<file path="config.mk">
export PLATFORM = sky130hd
export DESIGN_NAME = module_multiplicador
export DESIGN_NICKNAME = d
export VERILOG_FILES = /design/src/rtl/multiplicador_pkg.sv /design/src/rtl/module_bin2bcd.sv /design/src/rtl/module_multiplicador.sv
export SDC_FILE = /design/constraint.sdc
export NUM_CORES = 1
export LEC_CHECK = 0
export CORE_MARGIN = 4
export CORE_UTILIZATION = 25
export DETAILED_ROUTE_END_ITERATION = 8
export GPL_TIMING_DRIVEN = 0
export PLACE_DENSITY = 0.44
export SLEW_MARGIN = 20
export SYNTH_ARGS = -nofsm -noshare
export SYNTH_HDL_FRONTEND = slang
export SYNTH_SLANG_ARGS = --single-unit
</file>
<file path="constraint.sdc">
create_clock -name clk -period 2.7 [get_ports clk]
set_clock_uncertainty 0.05 [all_clocks]
set_input_delay 0.54 -clock clk [delete_from_list [all_inputs] [get_ports clk]]
set_output_delay 0.54 -clock clk [all_outputs]
set_load 0.01 [all_outputs]
</file>
<file path="src/rtl/multiplicador_pkg.sv">
// Shared types and constants for the signed-magnitude multiplier stage.
package multiplicador_pkg;

   typedef enum logic [1:0] {
      IDLE,
      MUL,
      CONV,
      FIN
   } mult_state_t;

   localparam int unsigned W_DEF  = 8;
   localparam int unsigned ND_DEF = 5;

   // Counter width large enough to count 0..2w-1.
   function automatic int unsigned cnt_width(input int unsigned w);
      return $clog2(2 * w);
   endfunction

endpackage

</file>
<file path="src/rtl/module_bin2bcd.sv">
// Serial double-dabble converter: loads on start, shifts 2W times, pulses ready_c
// in the cycle of the last shift so the caller can advance on that same edge.
module module_bin2bcd
   import multiplicador_pkg::*;
#(
   parameter int unsigned W  = W_DEF,
   parameter int unsigned ND = ND_DEF
) (
   input  logic              clk,
   input  logic              rst,
   input  logic              start,
   input  logic [2*W-1:0]    bin,
   output logic [4*ND-1:0]   bcd,
   output logic              ready_c
);

   localparam int unsigned PW = 2 * W;
   localparam int unsigned BW = 4 * ND;
   localparam int unsigned SW = BW + PW;
   localparam int unsigned CW = cnt_width(W);

   logic [SW-1:0] sr_q, sr_d;
   logic [SW-1:0] dab;
   logic [CW-1:0] cnt_q, cnt_d;
   logic          active_q, active_d;

   // Shift register, shift counter and activity flag.
   always_ff @(posedge clk or negedge rst) begin
      if (!rst) begin
         sr_q     <= '0;
         cnt_q    <= '0;
         active_q <= 1'b0;
      end else begin
         sr_q     <= sr_d;
         cnt_q    <= cnt_d;
         active_q <= active_d;
      end
   end

   // One double-dabble step per cycle: correct digits >= 5, then shift left.
   always_comb begin
      sr_d     = sr_q;
      cnt_d    = cnt_q;
      active_d = active_q;
      dab      = sr_q;
      ready_c  = active_q && (cnt_q == CW'(PW - 1));

      for (int unsigned i = 0; i < ND; i++) begin
         if (dab[PW + 4*i +: 4] >= 4'd5) begin
            dab[PW + 4*i +: 4] = dab[PW + 4*i +: 4] + 4'd3;
         end
      end

      if (start) begin
         sr_d     = {BW'(0), bin};
         cnt_d    = '0;
         active_d = 1'b1;
      end else if (active_q) begin
         sr_d  = dab << 1;
         cnt_d = cnt_q + CW'(1);
         if (ready_c) begin
            active_d = 1'b0;
         end
      end
   end

   assign bcd = sr_q[SW-1 -: BW];

endmodule

</file>
<file path="src/rtl/module_multiplicador.sv">
// Sequential signed-magnitude multiplier: shift-add product, then BCD conversion.
module module_multiplicador
   import multiplicador_pkg::*;
#(
   parameter int unsigned W  = W_DEF,
   parameter int unsigned ND = ND_DEF
) (
   input  logic              clk,
   input  logic              rst,
   input  logic              valid,
   input  logic [W-1:0]      numero1,
   input  logic [W-1:0]      numero2,
   input  logic              signo1,
   input  logic              signo2,
   output logic              busy,
   output logic              done,
   output logic [2*W-1:0]    producto,
   output logic              signo_res,
   output logic [4*ND-1:0]   bcd
);

   localparam int unsigned PW = 2 * W;
   localparam int unsigned BW = 4 * ND;
   localparam int unsigned CW = cnt_width(W);

   mult_state_t   state_q, state_d;
   logic          valid_q, valid_d;
   logic [PW-1:0] mcand_q, mcand_d;
   logic [W-1:0]  mplier_q, mplier_d;
   logic [PW-1:0] acc_q, acc_d;
   logic [CW-1:0] cnt_q, cnt_d;
   logic          s1_q, s1_d;
   logic          s2_q, s2_d;
   logic          busy_q, busy_d;
   logic          done_q, done_d;
   logic [PW-1:0] producto_q, producto_d;
   logic [BW-1:0] bcd_q, bcd_d;
   logic          signo_res_q, signo_res_d;

   logic          conv_start_c;
   logic          conv_ready_c;
   logic [BW-1:0] conv_bcd;

   // Converter is started with the final accumulator value on the last MUL edge.
   module_bin2bcd #(
      .W  (W),
      .ND (ND)
   ) u_bin2bcd (
      .clk     (clk),
      .rst     (rst),
      .start   (conv_start_c),
      .bin     (acc_d),
      .bcd     (conv_bcd),
      .ready_c (conv_ready_c)
   );

   // State and datapath registers.
   always_ff @(posedge clk or negedge rst) begin
      if (!rst) begin
         state_q     <= IDLE;
         valid_q     <= 1'b0;
         mcand_q     <= '0;
         mplier_q    <= '0;
         acc_q       <= '0;
         cnt_q       <= '0;
         s1_q        <= 1'b0;
         s2_q        <= 1'b0;
         busy_q      <= 1'b0;
         done_q      <= 1'b0;
         producto_q  <= '0;
         bcd_q       <= '0;
         signo_res_q <= 1'b0;
      end else begin
         state_q     <= state_d;
         valid_q     <= valid_d;
         mcand_q     <= mcand_d;
         mplier_q    <= mplier_d;
         acc_q       <= acc_d;
         cnt_q       <= cnt_d;
         s1_q        <= s1_d;
         s2_q        <= s2_d;
         busy_q      <= busy_d;
         done_q      <= done_d;
         producto_q  <= producto_d;
         bcd_q       <= bcd_d;
         signo_res_q <= signo_res_d;
      end
   end

   // Next-state and datapath logic; valid_q tracks valid in every state.
   always_comb begin
      state_d      = state_q;
      valid_d      = valid;
      mcand_d      = mcand_q;
      mplier_d     = mplier_q;
      acc_d        = acc_q;
      cnt_d        = cnt_q;
      s1_d         = s1_q;
      s2_d         = s2_q;
      busy_d       = busy_q;
      done_d       = 1'b0;
      producto_d   = producto_q;
      bcd_d        = bcd_q;
      signo_res_d  = signo_res_q;
      conv_start_c = 1'b0;

      case (state_q)
         IDLE: begin
            if (valid && !valid_q) begin
               mcand_d  = {W'(0), numero1};
               mplier_d = numero2;
               s1_d     = signo1;
               s2_d     = signo2;
               acc_d    = '0;
               cnt_d    = '0;
               busy_d   = 1'b1;
               state_d  = MUL;
            end
         end
         MUL: begin
            if (mplier_q[0]) begin
               acc_d = acc_q + mcand_q;
            end
            mcand_d  = mcand_q << 1;
            mplier_d = mplier_q >> 1;
            cnt_d    = cnt_q + CW'(1);
            if (cnt_q == CW'(W - 1)) begin
               conv_start_c = 1'b1;
               state_d      = CONV;
            end
         end
         CONV: begin
            if (conv_ready_c) begin
               state_d = FIN;
            end
         end
         FIN: begin
            producto_d  = acc_q;
            bcd_d       = conv_bcd;
            signo_res_d = (s1_q ^ s2_q) & (|acc_q);
            done_d      = 1'b1;
            busy_d      = 1'b0;
            state_d     = IDLE;
         end
         default: begin
            state_d = IDLE;
         end
      endcase
   end

   assign busy      = busy_q;
   assign done      = done_q;
   assign producto  = producto_q;
   assign bcd       = bcd_q;
   assign signo_res = signo_res_q;

endmodule

</file>
==> reports/metrics.cfg <==
[power_and_ir_drop]
power_mw = 10.51
vdd_ir_drop_max_v = 0.0004572
leakage_nw = 3.520
p_per_area_nw_per_um2 = 1262

[synthesis]
syn_area_per_cell_um2 = 10.47
synth_cell_types = 55
synth_nets = 686
synth_edf_count = 0
syn_inst = 633
yosys_most_used_dff = dfrtp_1
async_flop_share_pct = 100.0
ys_ff_latch = 129
mappedNetlistArea_um2 = 6629
ys_warn_count = 0
ys_seq_area_share_pct = 48.70

[place]
portBuffers = 59
hpwl_mm = 12.16
gp_congestion = 0.7482

[drt]
wirelength_mm = 17.03
vias = 4854
firstDrtPassIters = 4
via_per_inst = 4.575
ant_nets = 0
wl_per_cell_um = 16.05
drt-initial-drc-count = 281
drcViolationCount = 0

[floorplanning]
pin_count = 60
dieHeight_um = 170.8
initial_core_util_pct = 25.44
die_w_um = 170.8
num_rows = 59
coreArea_um2 = 26060
die_area_um2 = 29180

[timing]
setup_violations = 0
relSlewSlack_pct = 28.41
finalHoldViolCount = 0
period_needed_ps = 2509
tightest_slew_ps = 1074
rsz0062_at_grt = no
final.period_utilization_pct = 92.92
slew_viol_final = 0
max_freq_mhz = 398.6

[final_layout]
final_common_cell = dfrtp_1
fill_cells = 2691
finalNetCount = 766
multi_input_area_um2 = 3208
drive_gt1_share_pct = 13.77
ff_latch_area_um2 = 3231
num_antenna_cells = 0
area_growth_pct = 25.56
final_util_pct = 31.94
mostFrequentLayoutCells = dfrtp_1, nand2_1, clkdlybuf4s50_1, a21oi_1, o21ai_0

[global_routing]
grt_pass1_vias = 5112
antenna_found_initial = 0
grt_use_met2_pct = 19.86
grt_pass1_wl_mm = 28.41
grt_overflow = 0
grt_max_degree = 89
busiest_layer = met2
gr-usage-met1_pct = 17.04
gr-usage-met3_pct = 2.311
grt_util_all_layers_pct = 12.30

[clocking]
clockRootBuffer = clkbuf_16
cts_made_buffers = 17
clk_pin_slew_ps = 60
cts_max_level = 4
clock_latency_ps = 420
cts_tree = yes
cts_sinks = 129
cts_setup_buffers = 0
clockBufferDepth = 2

[outcome]
outcome = finished, final reports clean

[worst_setup_path]
arrival_ps = 2750
r2r-start = acc_q[0]
start_kind = register
rrSetupSlack_ps = 190
endpoint_kind = register
reg2reg_to = u_bin2bcd.sr_q[10]
crit_type = reg -> reg
crit_fanout = 5
cp.required_ps = 2940
reg2reg_depth = 10

[worst_hold_path]
hold_path_end = busy
min-delay-start = busy
hold_depth = 2
hold_class = reg -> reg

[flow_run]
cap_violations = 0

area by class of cell:
type / count / area share (%)
flip-flops and latches: 129 / 38.82
repair buffers: 61 / 7.607
well taps: 335 / 5.036
clock inverters: 13 / 1.924
inverters: 22 / 0.9922
multi-input cells: 454 / 38.54
plain buffers: 28 / 1.759
clock buffers: 19 / 5.322
worst max path at each step:
stage               start                 end  cells past startpoint
3_3_place_gp          rst             bcd[14]                      1
2_1_floorplan    acc_q[0]  u_bin2bcd.sr_q[12]                     10
5_1_grt          acc_q[0]  u_bin2bcd.sr_q[10]                     10
6_report         acc_q[0]  u_bin2bcd.sr_q[10]                     10
4_1_cts        mcand_q[0]  u_bin2bcd.sr_q[10]                     10
3_5_place_dp        valid          mcand_q[6]                      6
through the flow:
step | instances | setup TNS [ps] | setup slack (ps) | instance area [µm²] | hold WS, ps
3_3_place_gp | 1027 | -602970 | -4670 | 7639 | 436.1
5_1_grt | 1061 | 0 | 41.62 | 8323 | 461.2
6_report | 1061 | 0 | 191.1 | 8323 | 446.3
4_1_cts | 1061 | 0 | 67.40 | 8297 | 457.8
3_5_place_dp | 1028 | -2569 | -261.7 | 7671 | 406.3
2_1_floorplan | 633 | 0 | 479.7 | 6629 | 194.4
Yosys cell counts (2+ instances only):
cell,count,area (µm²)
o211ai_1,2,15.01
nand2_1,63,236.5
o21ai_2,2,17.52
o21a_1,5,37.54
nor3_1,4,20.02
a31oi_1,3,18.77
o21ai_0,51,255.2
or3_1,4,25.02
buf_2,3,15.01
nor4_1,4,25.02
a211oi_1,7,52.55
mux2i_1,45,450.4
buf_1,5,18.77
dfrtp_1,129,3228
a22o_1,11,96.34
xnor2_1,11,96.34
nand4b_1,2,17.52
mux2_2,38,427.9
nand3_1,13,65.06
inv_1,21,78.83
nor2b_1,3,18.77
xor2_1,9,78.83
o21ai_1,4,20.02
nand2b_1,6,37.54
nor3b_1,3,22.52
nand4_1,3,18.77
ha_1,31,387.9
nor2_1,46,172.7
nand3b_1,2,15.01
a21oi_1,56,280.3
a22oi_1,2,15.01
clkbuf_1,17,63.81
a221oi_1,5,43.79
clkbuf_8,2,27.53
cell families after synthesis:
kind of cell | synth area share (%)
compound gates | 15.16
simple gates | 10.68
buf+inv | 3.416
xor+xnor | 2.643
mux | 13.25
flops | 48.70
fa+ha+maj | 6.153
layer usage:
metal | up-vias | routed length, µm | part of all wire [%]
met5 | - | 0 | 0
met1 | 2350 | 8274 | 49
met2 | 74 | 8057 | 47
li1 | 2416 | - | -
met4 | 0 | 187 | 1.1
met3 | 14 | 508 | 3.0
flip-flops by register name (all words and copies together), names as in the netlist:
signal / cells
cnt_q: 4
mcand_q: 16
signo_res: 1
done: 1
u_bin2bcd.cnt_q: 4
acc_q: 16
bcd: 20
s1_q: 1
busy: 1
u_bin2bcd.active_q: 1
mplier_q: 8
producto: 16
state_q: 2
s2_q: 1
valid_q: 1
u_bin2bcd.sr_q: 36
report_power, final:
| part | internal (mW) | total [mW] | switching (mW) | leakage, nW |
|---|---|---|---|---|
| clock | 1.47 | 2.41 | 0.933 | 0.281 |
| combinational | 2.16 | 4.72 | 2.56 | 1.61 |
| sequential | 2.70 | 3.38 | 0.681 | 1.63 |
critical path, stage by stage, from the launching register on:
cell      delay [ps]
dfrtp_2          440
ha_2             230
inv_1             60
fa_1             400
nor2b_1          160
o31a_2           170
o21ai_2           80
o21ai_2          210
xor2_1           130
a221oi_2         370
a21oi_1           80
repair_timing:
item	CTS	global route
hold buffers	1	0
endpoints found under the setup margin	13	21
resized for setup	4	10
endpoints found under the hold margin	41	0
pin swaps	0	0
Note: power is estimated with default switching activity, not from simulation.
